[config.mk]
export PLATFORM = sky130hd
export DESIGN_NAME = io_port
export DESIGN_NICKNAME = d
export VERILOG_FILES = /design/src/rtl/io_port.sv
export SDC_FILE = /design/constraint.sdc
export NUM_CORES = 1
export LEC_CHECK = 0
export BUFFER_PORTS_ARGS = -buffer_cell sky130_fd_sc_hd__buf_4
export CAP_MARGIN = 25
export CORE_ASPECT_RATIO = 1.1
export CORE_MARGIN = 8
export CORE_UTILIZATION = 40
export DETAILED_ROUTE_END_ITERATION = 7
export PLACE_DENSITY = 0.74
export SKIP_CTS_REPAIR_TIMING = 1
export SYNTH_ARGS = -nofsm -noshare
export SYNTH_HDL_FRONTEND = slang
export SYNTH_SLANG_ARGS = --single-unit
[constraint.sdc]
create_clock -name CLK -period 1.14 [get_ports CLK]
set_input_delay 0.171 -clock CLK [delete_from_list [all_inputs] [get_ports CLK]]
set_output_delay 0.171 -clock CLK [all_outputs]
set_load 0.005 [all_outputs]
[src/rtl/io_port.sv]
// CPU-facing I/O port: registered transmit word with sticky overrun, plus receive buffer
// (RX_DEPTH-word FIFO when IO_PORT_RX_FIFO_EN is defined, single holding register otherwise).
// Latency: one edge for TX load / RX write; backpressure via TxReady on transmit, RxReady on receive.

module io_port_fifo #(
  parameter int W     = 16,
  parameter int DEPTH = 4
) (
  input  logic         clk,
  input  logic         rst_n,
  input  logic         in_vld,
  input  logic [W-1:0] in_dat,
  output logic         in_rdy,
  output logic         out_vld,
  output logic [W-1:0] out_dat,
  input  logic         out_rdy
);
  localparam int AW = (DEPTH > 1) ? $clog2(DEPTH) : 1;
  localparam int CW = $clog2(DEPTH + 1);

  logic [W-1:0]  mem [DEPTH];
  logic [AW-1:0] wr_ptr;
  logic [AW-1:0] rd_ptr;
  logic [CW-1:0] count;
  logic          push;
  logic          pop;

  assign in_rdy  = (count < CW'(DEPTH));
  assign out_vld = (count != '0);
  assign push    = in_vld & in_rdy;
  assign pop     = out_rdy & out_vld;
  // Show-ahead head word; zero while empty so the CPU never sees stale data.
  assign out_dat = out_vld ? mem[rd_ptr] : '0;

  // DEPTH is a power of two, so pointers wrap naturally at their width.
  always_ff @(posedge clk or negedge rst_n) begin
    if (!rst_n) begin
      wr_ptr <= '0;
      rd_ptr <= '0;
      count  <= '0;
      for (int i = 0; i < DEPTH; i++) mem[i] <= '0;
    end else begin
      if (push) begin
        mem[wr_ptr] <= in_dat;
        wr_ptr      <= wr_ptr + 1'b1;
      end
      if (pop) rd_ptr <= rd_ptr + 1'b1;
      case ({push, pop})
        2'b10:   count <= count + 1'b1;
        2'b01:   count <= count - 1'b1;
        default: count <= count;
      endcase
    end
  end
endmodule

module io_port #(
  parameter int RX_DEPTH = 4
) (
  input  logic        CLK,
  input  logic        Reset,
  input  logic [15:0] IOOut,
  input  logic        IOWrite,
  input  logic        IORead,
  output logic [15:0] IOIn,
  output logic [15:0] TxData,
  output logic        TxValid,
  input  logic        TxReady,
  input  logic [15:0] RxData,
  input  logic        RxValid,
  output logic        RxReady,
  output logic        TxBusy,
  output logic        RxAvail,
  output logic        TxOverrun
);
  typedef enum logic {
    IDLE = 1'b0,
    SEND = 1'b1
  } tx_state_t;

  tx_state_t tx_state;

  if (RX_DEPTH < 2 || RX_DEPTH > 16 || (RX_DEPTH & (RX_DEPTH - 1)) != 0) begin : g_bad_depth
    $error("io_port: RX_DEPTH must be a power of two in 2..16");
  end

  assign TxValid = (tx_state == SEND);
  assign TxBusy  = (tx_state == SEND);

  // A write landing on the handshake edge is still a write while busy: dropped, flagged.
  always_ff @(posedge CLK or negedge Reset) begin
    if (!Reset) begin
      tx_state  <= IDLE;
      TxData    <= 16'h0000;
      TxOverrun <= 1'b0;
    end else begin
      case (tx_state)
        IDLE: begin
          if (IOWrite) begin
            TxData   <= IOOut;
            tx_state <= SEND;
          end
        end
        SEND: begin
          if (IOWrite) TxOverrun <= 1'b1;
          if (TxReady) tx_state <= IDLE;
        end
        default: tx_state <= IDLE;
      endcase
    end
  end

`ifdef IO_PORT_RX_FIFO_EN
  io_port_fifo #(
    .W     (16),
    .DEPTH (RX_DEPTH)
  ) u_rx_fifo (
    .clk     (CLK),
    .rst_n   (Reset),
    .in_vld  (RxValid),
    .in_dat  (RxData),
    .in_rdy  (RxReady),
    .out_vld (RxAvail),
    .out_dat (IOIn),
    .out_rdy (IORead)
  );
`else
  logic        hold_vld;
  logic [15:0] hold_dat;

  assign RxReady = ~hold_vld;
  assign RxAvail = hold_vld;
  assign IOIn    = hold_vld ? hold_dat : 16'h0000;

  // Push needs an empty register and pop a full one, so they never coincide.
  always_ff @(posedge CLK or negedge Reset) begin
    if (!Reset) begin
      hold_vld <= 1'b0;
      hold_dat <= 16'h0000;
    end else if (RxValid && !hold_vld) begin
      hold_vld <= 1'b1;
      hold_dat <= RxData;
    end else if (IORead && hold_vld) begin
      hold_vld <= 1'b0;
    end
  end
`endif
endmodule
==> impl_metrics.py, run 1 <==
metrics = {
    "run_status": {
        "outcome": "finished, violations left",
        "violations": "negative setup slack",
    },
    "critical_path": {
        "r2r-end": "hold_dat[9]",
        "start_kind": "register",
        "arrival_ns": 1.13,
        "path_cells": "buf_6, and2_2, buf_4",
        "reg2reg_depth": 4,
        "critPathMaxStageDelay_ns": 0.41,
        "critPathRequiredTime_ns": 0.97,
        "reg2reg_slack_ns": -0.15,
        "critPathLaunch": "RxAvail",
        "crit_path_max_fanout": 18,
        "setup.worst_path.end_class": "output port",
        "crit_cells": 3,
        "cp_num_buf_inv": 2,
        "cpLargestDelayFamily": "flip-flops",
        "critical_path_class": "reg2out",
        "crit_path_top_delay_cell": "dfrtp_2",
        "crit_path_end": "IOIn[0]",
        "rr_startpoint": "RxAvail",
    },
    "power": {
        "total_leakage_power_nw": 1.199,
        "power.density_nw_per_um2": 1689,
        "max-vdd-ir-drop_mv": 0.8357,
    },
    "global_routing": {
        "grt_usage": 0.1349,
        "antenna_found_initial": 0,
        "grt-ovfl-total": 0,
        "grt_pass1_vias": 1148,
        "grt_start_max_net_pins": 36,
        "grt_pass1_wl_microns": 6065,
    },
    "synthesis": {
        "synth_area_leaders": "dfrtp_1, mux2_2, mux2_4",
        "netlist_instances": 96,
        "ys_types": 16,
        "ys_seq_area_frac": 0.5897,
        "syn-num-nets": 134,
        "yosysTopAreaCellShare": 0.5897,
        "synthesis.area_sq_um": 1485,
        "synthTopCellsByCount": "dfrtp_1, mux2_2, and2_1, mux2_4, and2_2",
        "synth_seq_cells": 35,
        "synth.most_common_cell": "dfrtp_1",
        "synth.avg_cell_area_sq_um": 15.47,
        "yosys_warnings": 0,
        "ys.flop_type": "dfrtp_1",
        "ys_async_sr_fraction": 1.000,
        "synth_edf_count": 0,
        "yosysTopAreaCell": "dfrtp_1",
    },
    "clock_tree": {
        "cts_tree": "done",
        "worstSkewPairLatency_ns": 0.28,
        "cts.clk_slew.worst_paths_ns": 0.07,
        "cts-root-buf": "clkbuf_8",
        "cts_htree_levels": 2,
        "cts_buffers": 5,
        "ctsLongestPathBuffers": 2,
        "numClockSinks": 35,
    },
    "run": {
        "maxCapViolations": 0,
    },
    "timing": {
        "worst_slack_ns": -0.1636,
        "setup_viol": 50,
        "period_needed_ns": 1.304,
        "timing.fmax_mhz": 767.1,
        "rsz0062_at_grt": "true",
        "drv_slew": 0,
        "period_share": 1.143,
        "relSlewSlack": 0.7023,
        "report.final.hold_viol_count": 0,
        "worstMarginPinSlew_ns": 0.4465,
        "whs_ns": 0.05586,
        "skew_ns": 0.002746,
    },
    "floorplan": {
        "die_area_sq_um": 5921,
        "die_y_microns": 79.91,
        "num_rows": 23,
        "fp.coreArea_sq_um": 3597,
        "start_util": 0.4129,
        "die_w_microns": 74.10,
        "pin_count": 75,
    },
    "layout": {
        "design_area_sq_um": 2372,
        "antenna_cells": 0,
        "instances_no_fill": 232,
        "final_nets": 219,
        "areaGrowthSynthToFinish_pct": 59.73,
        "fin_util": 0.6595,
        "layout-drive-gt1-share": 0.7198,
    },
    "routing": {
        "wire_per_inst_microns": 17.61,
        "drc_errors": 0,
        "wirelength_microns": 4085,
        "vias": 1048,
        "drt_iter0_drc": 36,
        "first_pass_iters": 4,
        "antenna_left": 0,
        "drt-vias-per-instance": 4.517,
    },
    "placed_design": {
        "place_area_sq_um": 2137,
        "place_congestion": 0.7386,
        "place.port_buffers": 74,
        "hpwl_microns": 3016,
        "dp_cells": 220,
    },
    "worst_hold_path": {
        "hp-start": "TxReady",
        "hold_class": "in2reg",
    },
}
==> metal layers <==
layer / track usage / up-vias / wire (microns)
li1: - / 487 / -
met4: 0.04800 / 0 / 31
met5: 0 / - / 0
met3: 0.04020 / 2 / 246
met2: 0.2526 / 34 / 2408
met1: 0.1347 / 525 / 1399
==> report_power, final <==
part,switching [mW],internal [mW]
registers,0.170,1.53
clock network,0.406,0.551
logic,0.412,0.937
total,0.987,3.02
==> how the worst min path moves through the flow <==
| stage | depth (start not counted) | slack (ns) | to |
|---|---|---|---|
| final | 2 | 0.06 | TxBusy |
| after global routing | 2 | 0.05 | TxBusy |
| after CTS | 1 | -0.15 | TxData[1] |
| after detailed placement | 1 | 0.15 | TxData[6] |
| after global placement | 1 | 0.13 | TxData[5] |
| after floorplan | 0 | -0.12 | RxAvail |
==> cell type report <==
cell class	count	area (sq um)
Clock buffer	8	100.1
Fill cell	283	1225
Inverter	1	3.754
Multi-Input combinational cell	54	639.4
Sequential cell	35	877.1
Tap cell	50	62.56
Timing Repair Buffer	84	689.4
==> cell usage in the layout (no fill, tap or decap) <==
cell type / synthesis / routed
dlygate4sd3_1: 0 / 1
and2_1: 10 / 10
dfrtp_1: 35 / 34
nor2_1: 1 / 1
mux2_4: 9 / 32
and2_2: 6 / 6
buf_6: 3 / 7
clkbuf_16: 0 / 1
a21o_1: 1 / 1
buf_12: 1 / 1
clkbuf_1: 1 / 1
o21bai_1: 1 / 1
inv_1: 1 / 1
clkbuf_8: 0 / 7
dfrtp_2: 0 / 1
buf_4: 1 / 74
a21oi_1: 1 / 1
nor2b_4: 0 / 2
==> sequential cells by signal (all words and copies together), names as in the netlist <==
name,cells
RxAvail,1
TxBusy,1
TxData,16
TxOverrun,1
hold_dat,16
==> cell families after synthesis <==
logic type / Yosys count / share of synthesized area
DFF: 35 / 0.5897
muxes: 32 / 0.2654
and+or+nand+nor: 19 / 0.08509
buffers and inverters: 7 / 0.04633
AOI/OAI and AO/OA: 3 / 0.01348
==> stage by stage <==
step	total power, mW	worst slack, ns	TNS [ns]
finish	4.006	-0.1636	-5.238
global route	4.231	-0.2158	-7.405
CTS	3.910	-0.2200	-4.253
detailed placement	2.936	-0.04779	-0.5743
global placement	2.877	-0.02048	-0.1260
floorplan	2.271	-0.1193	-2.058
(Power assumes the default switching activity.)
==> run 2, diff against run 1 <==
--- a/config.mk
+++ b/config.mk
@@ -9,9 +9,10 @@
 export CAP_MARGIN = 25
 export CORE_ASPECT_RATIO = 1.1
 export CORE_MARGIN = 8
-export CORE_UTILIZATION = 40
+export CORE_UTILIZATION = 42
+export CTS_BUF_LIST = sky130_fd_sc_hd__clkbuf_8
 export DETAILED_ROUTE_END_ITERATION = 7
-export PLACE_DENSITY = 0.74
+export PLACE_DENSITY = 0.78
 export SKIP_CTS_REPAIR_TIMING = 1
 export SYNTH_ARGS = -nofsm -noshare
 export SYNTH_HDL_FRONTEND = slang
==> run 2 against run 1 <==
Against the previous run:
- the flow still finishes with violations (negative setup slack)
- setup slack got worse by 0.020 ns
- total power down 1.8%
- critical endpoint is now IOIn[1]
- critical path type unchanged
- fmax is 1.5% lower
- sequential share of layout area is 0.74 points higher
- sequential power barely moved
==> impl_metrics.py, run 2 (same netlist as run 1, synthesis figures left out) <==
metrics = {
    "run_status": {
        "outcome": "finished, violations left",
        "violations": "negative setup slack",
    },
    "power": {
        "power.density_nw_per_um2": 1692,
        "total_leakage_power_nw": 1.165,
        "max-vdd-ir-drop_mv": 1.067,
    },
    "global_routing": {
        "grt_usage": 0.1290,
        "grt_start_max_net_pins": 36,
        "grt_pass1_wl_microns": 5713,
        "grt_util_met2": 0.2321,
        "grt.busiest_layer": "met2",
        "antenna_found_initial": 0,
        "grt-ovfl-total": 0,
        "grtUsageMet1": 0.1297,
        "grt_pass1_vias": 1181,
        "grt.met3_usage": 0.04574,
    },
    "critical_path": {
        "crit_path_max_fanout": 18,
        "setup.worst_path.end_class": "output port",
        "critPathLaunch": "RxAvail",
        "critPathRequiredTime_ns": 0.97,
        "critPathMaxStageDelay_ns": 0.43,
        "cpLargestDelayFamily": "flip-flops",
        "path_cells": "buf_8, and2_2, buf_4",
        "start_kind": "register",
        "r2r-end": "hold_dat[5]",
        "critical_path_class": "reg2out",
        "reg2reg_slack_ns": -0.08,
        "arrival_ns": 1.15,
        "crit_path_top_delay_cell": "dfrtp_2",
        "rr_startpoint": "RxAvail",
        "cp_num_buf_inv": 2,
        "reg2reg_depth": 3,
    },
    "routing": {
        "wire_per_inst_microns": 16.40,
        "drc_errors": 0,
        "first_pass_iters": 4,
        "vias": 1028,
        "antenna_left": 0,
        "drt_iter0_drc": 39,
        "wirelength_microns": 3739,
        "drt-vias-per-instance": 4.509,
    },
    "floorplan": {
        "pin_count": 75,
        "die_y_microns": 78.37,
        "num_rows": 22,
        "fp.coreArea_sq_um": 3358,
        "die_w_microns": 72.70,
        "start_util": 0.4423,
        "die_area_sq_um": 5697,
    },
    "run": {
        "maxCapViolations": 0,
    },
    "timing": {
        "rsz0062_at_grt": "true",
        "setup_viol": 50,
        "period_share": 1.161,
        "timing.fmax_mhz": 755.6,
        "skew_ns": 0.005514,
        "period_needed_ns": 1.323,
        "worst_slack_ns": -0.1834,
        "relSlewSlack": 0.7083,
        "drv_slew": 0,
        "fin_setup_tns_ns": -4.560,
        "report.final.hold_viol_count": 0,
        "worstMarginPinSlew_ns": 0.4375,
    },
    "clock_tree": {
        "numClockSinks": 35,
        "cts_tree": "done",
        "cts.clk_slew.worst_paths_ns": 0.07,
        "cts-root-buf": "clkbuf_8",
        "cts_htree_levels": 2,
        "ctsLongestPathBuffers": 2,
        "worstSkewPairLatency_ns": 0.28,
        "cts_buffers": 5,
    },
    "worst_hold_path": {
        "holdPathStages": 2,
        "hp-start": "TxReady",
        "hold_class": "in2reg",
        "min_to": "TxBusy",
    },
    "layout": {
        "areaGrowthSynthToFinish_pct": 56.61,
        "antenna_cells": 0,
        "final_common_cell": "buf_4",
        "layout-drive-gt1-share": 0.7167,
        "reg.largest.list": "TxData (16), hold_dat (16)",
        "design_area_sq_um": 2326,
        "instances_no_fill": 228,
        "fin_util": 0.6926,
        "nFillCells": 247,
        "final_nets": 217,
        "final_cell_mix": "buf_4, dfrtp_1, mux2_4, and2_1",
    },
    "placed_design": {
        "hpwl_microns": 2838,
        "place.port_buffers": 74,
        "place_area_sq_um": 2135,
        "place_congestion": 0.7081,
        "dp_cells": 218,
    },
}
## run 2: metal layers
layer  vias to the layer above  part of all wire  routed length, microns
li1                        486                 -                       -
met1                       503              0.37                    1372
met2                        35              0.56                    2084
met3                         4             0.058                     218
met4                         0             0.017                      63
met5                         -                 0                       0
## run 2: power by group
part           switching (mW)  internal (mW)
clock                   0.407          0.542
sequential              0.162           1.53
combinational           0.396          0.898
## run 2: how the worst max path moves through the flow
stage	cells past startpoint	slack, ns	endpoint
finish	3	-0.18	IOIn[1]
global route	3	-0.22	IOIn[1]
CTS	3	-0.23	IOIn[14]
detailed placement	3	-0.06	TxData[6]
global placement	3	-0.01	TxData[8]
floorplan	4	-0.12	TxData[0]
## run 2: final cells by class
| class | instances | area [sq um] | area share |
|---|---|---|---|
| Sequential cell | 35 | 877.1 | 0.3771 |
| Timing Repair Buffer | 82 | 674.4 | 0.2899 |
| Clock inverter | 1 | 3.754 | 0.001614 |
| Inverter | 1 | 3.754 | 0.001614 |
| Clock buffer | 7 | 96.34 | 0.04142 |
| Tap cell | 48 | 60.06 | 0.02582 |
| Multi-Input combinational cell | 54 | 610.6 | 0.2625 |
## run 2: stage by stage
| step | power (mW) | worst slack (ns) | hold slack, ns |
|---|---|---|---|
| 5_1_grt | 4.141 | -0.2157 | 0.04637 |
| 3_5_place_dp | 2.926 | -0.06069 | 0.1529 |
| 2_1_floorplan | 2.271 | -0.1193 | -0.1246 |
| 6_report | 3.935 | -0.1834 | 0.05908 |
| 3_3_place_gp | 2.874 | -0.01284 | 0.1361 |
| 4_1_cts | 3.891 | -0.2300 | -0.1531 |
## run 2: worst register-to-register path, stage by stage, from the launching register on
cell,delay (ns)
dfrtp_2,0.43
nor2b_2,0.19
buf_6,0.16
mux2_2,0.34
==> run 3, diff against run 2 <==
--- a/config.mk
+++ b/config.mk
@@ -13,6 +13,7 @@
 export CTS_BUF_LIST = sky130_fd_sc_hd__clkbuf_8
 export DETAILED_ROUTE_END_ITERATION = 7
 export PLACE_DENSITY = 0.78
+export SETUP_SLACK_MARGIN = 0.4
 export SKIP_CTS_REPAIR_TIMING = 1
 export SYNTH_ARGS = -nofsm -noshare
 export SYNTH_HDL_FRONTEND = slang
==> run 3 against run 2 <==
Against the previous run:
- the flow finishes with violations (negative hold slack, negative setup slack)
- clock skew is 0.00050 ns lower
- core utilization is 7.2 points higher
- die area stayed put
- combinational power rose by 29%
- fmax shrank 0.48%
- sequential share of layout area fell by 3.5 points
- register-to-register slack got worse by 0.11 ns
- setup slack got worse by 0.0064 ns
- routed wire length is 15% higher
- first-iteration DRC count shrank 10%
- final area increased by 10%
- clock-buffer cell count is the same
- largest cell class unchanged
==> impl_metrics.py, run 3 (same netlist as run 1, synthesis figures left out) <==
metrics = {
    "layout": {
        "final_nets": 229,
        "final_common_cell": "buf_4",
        "antenna_cells": 0,
        "reg.largest.list": "TxData (16), hold_dat (16)",
        "design_area_sq_um": 2566,
        "areaGrowthSynthToFinish_pct": 72.79,
        "layout-drive-gt1-share": 0.7604,
        "final_cell_mix": "buf_4, dfrtp_1, mux2_4, buf_6, and2_4",
    },
    "global_routing": {
        "antenna_found_initial": 0,
        "grt-ovfl-total": 0,
        "grt_start_max_net_pins": 36,
        "grt_pass1_vias": 1179,
        "grt_usage": 0.1286,
        "grt_pass1_wl_microns": 5727,
    },
    "floorplan": {
        "die_y_microns": 78.37,
        "fp.coreArea_sq_um": 3358,
        "pin_count": 75,
        "num_rows": 22,
        "die_w_microns": 72.70,
        "die_area_sq_um": 5697,
        "start_util": 0.4423,
    },
    "placed_design": {
        "pre_cts_ws_ns": -0.09522,
        "place_congestion": 0.7017,
        "hpwl_microns": 2758,
        "place_area_sq_um": 2162,
        "place.port_buffers": 74,
    },
    "run_status": {
        "violations": "negative hold slack, negative setup slack",
        "outcome": "finished, violations left",
    },
    "critical_path": {
        "r2r-end": "hold_dat[7]",
        "start_kind": "register",
        "reg2reg_slack_ns": -0.19,
        "crit_path_max_fanout": 6,
        "critPathLaunch": "RxAvail",
        "critPathRequiredTime_ns": 1.30,
        "critical_path_class": "reg2reg",
        "reg2reg_depth": 4,
        "arrival_ns": 1.49,
        "setup.worst_path.end_class": "register",
        "crit_path_end": "hold_dat[7]",
        "rr_startpoint": "RxAvail",
    },
    "timing": {
        "worst_slack_ns": -0.1897,
        "relSlewSlack": 0.7157,
        "report.final.hold_viol_count": 35,
        "period_share": 1.166,
        "whs_ns": -0.1691,
        "timing.fmax_mhz": 752.0,
        "period_needed_ns": 1.330,
        "drv_slew": 0,
        "skew_ns": 0.005011,
        "rsz0062_at_grt": "true",
        "worstMarginPinSlew_ns": 0.4264,
        "setup_viol": 50,
    },
    "routing": {
        "vias": 1089,
        "wire_per_inst_microns": 17.90,
        "drc_errors": 0,
        "first_pass_iters": 4,
        "drt_iter0_drc": 35,
        "antenna_left": 0,
        "wirelength_microns": 4295,
        "drt-vias-per-instance": 4.538,
    },
    "clock_tree": {
        "worstSkewPairLatency_ns": 0.27,
        "cts_buffers": 5,
        "cts-root-buf": "clkbuf_8",
        "numClockSinks": 35,
        "cts_htree_levels": 2,
        "ctsLongestPathBuffers": 2,
        "cts.clk_slew.worst_paths_ns": 0.07,
        "cts_tree": "done",
    },
    "power": {
        "total_leakage_power_nw": 1.299,
        "max-vdd-ir-drop_mv": 0.8456,
        "power.density_nw_per_um2": 1704,
    },
    "run": {
        "maxCapViolations": 0,
    },
    "worst_hold_path": {
        "hold_class": "in2async",
    },
}
[run 3: changes by cell type in the layout (fill, tap and decap cells not counted), sizes merged]
cell,delta
buf,+12
clkbuf,+1
dlygate4sd3,-1
[run 3: worst min path at each step]
stage	from	end	slack, ns	cells past startpoint
global placement	Reset	hold_dat[12]	0.14	1
CTS	Reset	hold_dat[12]	-0.16	1
floorplan	Reset	RxAvail	-0.12	0
finish	Reset	hold_dat[12]	-0.17	1
global route	Reset	hold_dat[12]	-0.14	1
detailed placement	Reset	hold_dat[12]	0.15	1
[run 3: power breakdown]
| part | leakage (nW) | switching, mW | internal [mW] |
|---|---|---|---|
| logic | 0.839 | 0.467 | 1.21 |
| clock network | 0.0557 | 0.420 | 0.542 |
| registers | 0.405 | 0.206 | 1.53 |
| total | 1.30 | 1.09 | 3.28 |
[run 3: final cells by class]
| class | instances | area [sq um] |
|---|---|---|
| tap | 48 | 60.06 |
| timing repair buffer | 94 | 867.1 |
| multi-input combinational | 54 | 658.1 |
| clock buffer | 7 | 96.34 |
| inverter | 1 | 3.754 |
| clock inverter | 1 | 3.754 |
| fill | 222 | 792.0 |
| sequential | 35 | 877.1 |
[run 3: worst max-delay path, stage by stage, from the launching register on]
cell and delay, ns:
dfrtp_2 0.43, buf_6 0.12, nor2b_4 0.18, clkbuf_16 0.19
mux2_4 0.30
[run 3: metal layers]
metal | wire length [microns] | vias up | share of wire | track usage
met4 | 46 | 0 | 0.011 | 0.04208
met5 | 0 | - | 0 | 0
met3 | 362 | 4 | 0.084 | 0.07497
met2 | 2354 | 50 | 0.55 | 0.2204
met1 | 1531 | 527 | 0.36 | 0.1262
li1 | - | 508 | - | -
[run 3: stage by stage]
step | cells | utilization | setup TNS [ns] | total power, mW | hold slack (ns)
floorplan | 96 | - | -2.280 | 2.305 | -0.1246
global placement | 217 | 0.6438 | -0.3183 | 2.920 | 0.1362
detailed placement | 217 | 0.6438 | -1.022 | 2.964 | 0.1453
CTS | 225 | 0.6736 | -4.795 | 3.925 | -0.1560
global route | 240 | 0.7642 | -8.333 | 4.598 | -0.1410
finish | 240 | 0.7642 | -6.353 | 4.372 | -0.1691
